--- src/rtl/lcv_div_pkg.sv ---
// lcv_div_pkg: shared FSM state type and state width for the multi-cycle divider
package lcv_div_pkg;
  localparam int STATE_W = 2;
  typedef enum logic [STATE_W-1:0] {IDLE, RUN, FIX, DONE} state_t;
endpackage

--- src/rtl/lcv_div_step.sv ---
// lcv_div_step: one radix-2 restoring step (shift in a dividend bit, trial subtract, select)
module lcv_div_step #(
  parameter int WIDTH = 32
) (
  input  logic [WIDTH-1:0] rem_in,
  input  logic             numer_bit,
  input  logic [WIDTH-1:0] denom,
  output logic [WIDTH-1:0] rem_out,
  output logic             quot_bit
);
  logic [WIDTH:0] shifted, trial;
  assign shifted  = {rem_in, numer_bit};
  assign trial    = shifted - {1'b0, denom};
  assign quot_bit = shifted >= {1'b0, denom};
  assign rem_out  = quot_bit ? trial[WIDTH-1:0] : shifted[WIDTH-1:0];
endmodule

--- src/rtl/lcv_div_multi_cycle.sv ---
// lcv_div_multi_cycle: WIDTH-cycle restoring divider with valid/ready handshakes.
// Signed operation is compiled in only when LCV_DIV_SIGNED_EN is defined.
module lcv_div_multi_cycle
  import lcv_div_pkg::*;
#(
  parameter int WIDTH = 32
) (
  input  logic             clk,
  input  logic             rst,
  input  logic             inp_valid,
  output logic             inp_ready,
  input  logic [WIDTH-1:0] inp_numer,
  input  logic [WIDTH-1:0] inp_denom,
  input  logic             inp_signed,
  output logic             outp_valid,
  input  logic             outp_ready,
  output logic [WIDTH-1:0] outp_quot,
  output logic [WIDTH-1:0] outp_rem,
  output logic             outp_div_by_zero
);
  localparam int CW = $clog2(WIDTH);
  state_t state, state_nx;
  logic [CW-1:0] cnt;
  logic [WIDTH-1:0] q_work, r_work, d_mag, r_nx;
  logic q_bit, neg_q, neg_r, dbz, sgn, n_neg, d_neg, accept, last;
`ifdef LCV_DIV_SIGNED_EN
  assign sgn = inp_signed;
`else
  assign sgn = inp_signed & 1'b0;
`endif
  assign n_neg  = sgn & inp_numer[WIDTH-1];
  assign d_neg  = sgn & inp_denom[WIDTH-1];
  assign accept = inp_valid & inp_ready;
  assign last   = cnt == CW'(WIDTH - 1);
  // q_work starts as the dividend magnitude and fills with quotient bits from the LSB
  lcv_div_step #(.WIDTH(WIDTH)) u_step (
    .rem_in   (r_work),
    .numer_bit(q_work[WIDTH-1]),
    .denom    (d_mag),
    .rem_out  (r_nx),
    .quot_bit (q_bit)
  );
  always_ff @(posedge clk)
    state <= rst ? IDLE : state_nx;
  always_comb
    state_nx = (state == IDLE && accept)     ? RUN  :
               (state == RUN && last)        ? FIX  :
               (state == FIX)                ? DONE :
               (state == DONE && outp_ready) ? IDLE : state;
  always_comb begin
    inp_ready  = state == IDLE;
    outp_valid = state == DONE;
  end
  // a zero divisor yields all-ones quotient; its sign flip is suppressed so it stays all ones
  always_ff @(posedge clk) begin
    if (rst) begin
      cnt              <= '0;
      q_work           <= '0;
      r_work           <= '0;
      d_mag            <= '0;
      neg_q            <= 1'b0;
      neg_r            <= 1'b0;
      dbz              <= 1'b0;
      outp_quot        <= '0;
      outp_rem         <= '0;
      outp_div_by_zero <= 1'b0;
    end else if (accept) begin
      cnt    <= '0;
      q_work <= n_neg ? -inp_numer : inp_numer;
      d_mag  <= d_neg ? -inp_denom : inp_denom;
      r_work <= '0;
      neg_q  <= n_neg ^ d_neg;
      neg_r  <= n_neg;
      dbz    <= inp_denom == '0;
    end else if (state == RUN) begin
      q_work <= {q_work[WIDTH-2:0], q_bit};
      r_work <= r_nx;
      cnt    <= cnt + CW'(1);
    end else if (state == FIX) begin
      outp_quot        <= (neg_q & ~dbz) ? -q_work : q_work;
      outp_rem         <= neg_r ? -r_work : r_work;
      outp_div_by_zero <= dbz;
    end
  end
endmodule

--- config.mk ---
export PLATFORM = sky130hd
export DESIGN_NAME = lcv_div_multi_cycle
export DESIGN_NICKNAME = d
export VERILOG_FILES = /design/src/rtl/lcv_div_pkg.sv /design/src/rtl/lcv_div_step.sv /design/src/rtl/lcv_div_multi_cycle.sv
export SDC_FILE = /design/constraint.sdc
export NUM_CORES = 1
export LEC_CHECK = 0
export CORE_ASPECT_RATIO = 0.6
export CORE_MARGIN = 4
export CORE_UTILIZATION = 35
export CTS_CLUSTER_SIZE = 8
export DETAILED_ROUTE_END_ITERATION = 8
export PLACE_DENSITY = 0.64
export SETUP_SLACK_MARGIN = 0.5
export SLEW_MARGIN = 25
export SYNTH_ARGS = -nofsm -noshare
export SYNTH_HDL_FRONTEND = slang
export SYNTH_SLANG_ARGS = --single-unit
--- constraint.sdc ---
create_clock -name clk -period 3.5 [get_ports clk]
set_input_delay 0.7 -clock clk [delete_from_list [all_inputs] [get_ports clk]]
set_output_delay 0.7 -clock clk [all_outputs]
set_load 0.005 [all_outputs]
======== After elaboration in Yosys (flattened, before gate mapping) ========
Index checks and enable logic that the tools add are counted.
storage, ports and cells
  flip-flop bits (word level) ............. 169
  input port bits ......................... 69
  output and inout bits ................... 67
  logic and storage cells ................. 38
cells by class
  $add $sub $neg .......................... 2
  magnitude comparators ................... 1
  equal/unequal tests ..................... 4
  mux-type cells .......................... 7
  bitwise operators ....................... 3
  reductions and logical operators ........ 11
operator list
  operator                                                         number
  32-bit 2-to-1 mux                                                3
  33-bit by 32-bit >= comparator with 1-bit output                 1
  32-bit logical NOT                                               1
  32-bit subtractor                                                1
  2-bit 2-to-1 mux                                                 3
  5-bit by 1-bit adder with 5-bit output, second input constant    1
  5-bit == test, second input constant                             1
  2-bit == test, second input constant                             2
  4-bit nonzero test                                               1
  2-bit OR reduction                                               2
  1-bit logical AND                                                3
  3-bit AND reduction                                              1
  3-bit nonzero test                                               1
  2-bit by 1-bit == test with 1-bit output, second input constant  1
  2-bit logical NOT                                                1
  1-bit NOT                                                        2
  2-bit nonzero test                                               1
  1-bit bitwise AND                                                1
  1-bit 2-to-1 mux                                                 1

======== Logic depth before layout (Yosys ltp) ========
  depth in word-level cells ............... 6
  mapped depth ............................ 14

======== Hierarchy ========
Synthesis repeated with hierarchy kept, for this count alone.
second synthesis, totals
  cells, all modules ...................... 1084
  area, all modules ....................... 8435.6 um^2
modules (own cells, without submodules)
  module               instances  cells an instance  area each (um^2)  seq. area each (um^2)
  lcv_div_multi_cycle  1          761                6104.6            3383.2
  lcv_div_step         1          323                2331.0            0.0

======== Worst setup path before layout ========
OpenSTA, ideal clock, no wires.
  path type ............................... register to register
  start ................................... register d_mag[18]
  end ..................................... register r_work[1]
  library setup time ...................... 0.132 ns
  data arrival time ....................... 2.570 ns
  data required time ...................... 3.368 ns
  path slack .............................. 0.797 ns
  stages on the path, launching flop included .. 14
  buffers on the path ..................... 2
  cells stage by stage .................... dfxtp_1 > inv_1 > ha_1 > a21oi_2 > o21bai_1 > a211o_1 > a221oi_2 > nor4b_4 > a211oi_2 > a31o_1 > buf_6 > buf_6 > mux2i_1 > a21oi_1
between the ends
  longest elaborated chain between the ends .. 2
ends and longest elaborated chain
  element                                           RTL line                   text
  start: declaration                                lcv_div_multi_cycle.sv:24  logic [WIDTH-1:0] q_work, r_work, d_mag, r_nx;
  start signal: assignment                          lcv_div_multi_cycle.sv:70  d_mag <= d_neg ? -inp_denom : inp_denom;
  33-bit by 32-bit >= comparator with 1-bit output  lcv_div_step.sv:14         assign quot_bit = shifted >= {1'b0, denom};
  32-bit 2-to-1 mux                                 lcv_div_step.sv:15         assign rem_out = quot_bit ? trial[WIDTH-1:0] : shifted[WIDTH-1:0];
  end signal: assignment                            lcv_div_multi_cycle.sv:77  r_work <= r_nx;
  end: declaration                                  lcv_div_multi_cycle.sv:24
Every way passes these cells.
A chain may end at the register's enable or synchronous reset.

======== Worst setup path in the final report ========
  start ................................... register d_mag[14]
  end ..................................... register r_work[0]
The elaborated chain is that of the path after synthesis.

==> out/qor.csv <==
stage;metric;value;unit
floorplanning;Die Ht;127.0;um
worst_setup_path;CP max FO;13;
yosys;Async S/R FF share, synth;0;%
worst_setup_path;crit path buf inv count;2;
yosys;EDFF count, synth;0;
yosys;most frequent cell after synthesis;nand2_1;
layout;fraction of layout cells with a size suffix above 1;7.621;%
global_route;grt total ovfl;0;
layout;multi-input logic area;0.004603;mm^2
floorplanning;die width;206.4;um
worst_setup_path;CP Depth;12;
layout;Nets;1272;
placement;routability congestion estimate;0.9193;
worst_setup_path;CP endpoint kind;flip-flop;
yosys;Post-Syn Nets;1168;
worst_setup_path;WS Path Type;reg -> reg;
yosys;Yosys cell types;59;
sta;RSZ-0062 raised after global routing;false;
yosys;Most used DFF post-synth;dfxtp_1;
worst_setup_path;Slowest-stage cell, CP;ha_2;
global_route;All-Layer GR Usage;18.54;%
worst_setup_path;Worst Path Arrival;3.28;ns
worst_setup_path;Worst Path Required;3.86;ns
global_route;pin count of the biggest net entering global routing;107;
detailed_routing;routed length on met3;1886;um
worst_setup_path;Max stage delay on crit path;0.42;ns
hold_path;WHS Path Cells;2;
yosys;Synth top cells by count;264 x nand2_1, 183 x a21oi_1, 169 x dfxtp_1;
detailed_routing;DR top layer;met4;
sta;clk_skew;0.01076;ns
detailed_routing;met1 wire length;12180;um
clocking;CTS tree;built;
sta;final hold violation count;0;
floorplanning;Core Area;0.02319;mm^2
yosys;Synth area leader;dfxtp_1;
worst_setup_path;Reg2Reg Setup Slack;0.58;ns
detailed_routing;met2 wire len;9796;um
power_and_ir_drop;VDD IR max;356.2;uV
yosys;Synth top area share;40.93;%
sta;Slew HR;41.47;%
detailed_routing;ANT nets after route;0;
placement;placement-stage cell area;0.009863;mm^2
layout;antenna cells;0;
layout;final instance area;0.01063;mm^2
detailed_routing;DRC errors left;0;
global_route;initial antenna violation count;0;
worst_setup_path;worst reg-to-reg path cell count;12;
clocking;clock buffer depth;2;
hold_path;Hold Crit Class;reg -> reg;
clocking;H-tree depth;4;
worst_setup_path;delay-heaviest family, CP;compound AO/OA/AOI/OAI gates;
sta;fin. max-slew vios;0;
yosys;synthesized cell area;0.008267;mm^2
sta;worst-margin pin slew;0.8699;ns
global_route;vias in the first global route;7444;
detailed_routing;DR vias;7741;
sta;fmax;343.0;MHz
detailed_routing;WL/cell;16.18;um
clocking;Worst-path clk slew;0.06;ns
job;max cap viols;0;
power_and_ir_drop;static leakage;3.843;nW
layout;FF+latch area;0.003387;mm^2
power_and_ir_drop;total power draw;5.368;mW
floorplanning;full die area;0.02622;mm^2
sta;Setup Viol. Count Final;0;
clocking;Skew-Pair Late Insertion Delay;0.44;ns
sta;period utilisation layout;83.30;%
global_route;global-route wire length before repair;39230;um
yosys;Synth area leaders;dfxtp_1 41%, nand2_1 12%, a21oi_1 11%;
layout;# fillers;2311;
yosys;mean post-synth cell area;7.769;um^2
detailed_routing;Routed WL;24200;um
yosys;Yosys reg bits;169;
yosys;yosys warns;0;
floorplanning;site row count;43;
yosys;Post-Syn Instances;1064;
placement;DPL Wire Length;17340;um
power_and_ir_drop;PwrDens;505.3;mW/mm^2
detailed_routing;vias per cell;5.174;
floorplanning;io pins;136;
sta;fin crit period;2.916;ns
floorplanning;Starting Density;35.65;%
detailed_routing;Iteration-0 DRC Markers;527;
worst_setup_path;critical path launch point type;flip-flop;
detailed_routing;drt pass-1 iters;5;
layout;Area Growth Syn to Fin;28.53;%
yosys;Seq/Total Area, Yosys;40.93;%
clocking;CTS Buf Count;17;
clocking;Sink Count;169;
clocking;clock root buffer;clkbuf_16;
placement;PortBufs;134;
outcome;status;finished clean;
worst_setup_path;Cell Chain, Critical Path;inv_1 > ha_2 > nand4_1 > nor3_4 > nand3_1 > a21oi_2 > nor2_4 > a211oi_4 > a31o_2 > buf_6 > mux2_4 > o21ai_2;
sta;Fin Setup TNS;0;ns
cell usage in the layout (no fill, tap or decap), types with 17 or more instances in the layout:
cell type,Yosys,layout
clkdlybuf4s50_1,0,133
dfxtp_1,169,166
nor2_1,37,34
ha_1,34,26
inv_1,43,43
nand2_1,264,263
clkbuf_16,0,17
a21oi_1,183,181
mux2i_1,29,29
a22oi_1,34,34
xnor2_1,18,18
o21ai_0,45,44
cell families after synthesis:
group                      synth area share, %
DFF                                      40.93
and+or+nand+nor                          19.09
adders and majority gates                5.388
AOI/OAI and AO/OA                        22.43
muxes                                    3.829
buffers and inverters                    5.373
xor gates and xnor gates                 2.966
worst paths after layout:
path                              startpoint      endpoint
worst max-delay path               d_mag[14]     r_work[0]
worst min-delay path            outp_rem[21]  outp_rem[21]
worst max register to register     d_mag[14]     r_work[0]
worst min register to register  outp_rem[21]  outp_rem[21]
what timing repair did:
item | CTS | global route
setup endpoints to repair | 21 | 33
resized for setup | 8 | 28
buffers inserted | 0 | 3
hold buffers | 0 | 0
pin swaps | 0 | 9
sequential cells by signal (all words and copies together), names as in the netlist:
signal,flops
r_work,32
dbz,1
d_mag,32
outp_div_by_zero,1
outp_rem,32
state,2
q_work,32
outp_quot,32
cnt,5
final cells by class:
cell class / instances / area share [%]
Clock buffer: 18 / 4.133
Clock inverter: 14 / 1.295
Inverter: 43 / 1.519
Multi-Input combinational cell: 785 / 43.32
Sequential cell: 169 / 31.88
Tap cell: 315 / 3.709
Timing Repair Buffer: 152 / 14.14
worst register-to-register path: stages (launching register included):
cell	delay, ns
dfxtp_1	0.34
inv_1	0.08
ha_2	0.42
nand4_1	0.20
nor3_4	0.21
nand3_1	0.14
a21oi_2	0.21
nor2_4	0.09
a211oi_4	0.27
a31o_2	0.25
buf_6	0.22
mux2_4	0.32
o21ai_2	0.10
per-stage QoR:
stage | utilization, % | hold WS, ns | cells | worst slack (ns)
after global placement | 42.53 | 0.4424 | 1461 | 0.4457
after detailed placement | 42.53 | 0.4464 | 1461 | 0.4053
after global routing | 45.82 | 0.4785 | 1496 | 0.4736
after floorplan | - | 0.4319 | 1064 | 0.7972
after CTS | 45.15 | 0.4555 | 1493 | 0.5051
final | 45.82 | 0.4524 | 1496 | 0.5844
routing by layer:
layer	vias up	GRT usage [%]
li1	3882	-
met1	3624	28.01
met2	209	26.01
met3	26	4.769
met4	0	4.965
met5	-	0
power breakdown:
group	internal, mW	total [mW]	leakage [nW]	switching, mW
combinational	0.639	1.43	2.18	0.796
sequential	2.00	2.07	1.38	0.0679
clock	1.02	1.87	0.284	0.849
total	3.66	5.37	3.84	1.71
(Power assumes the default switching activity.)
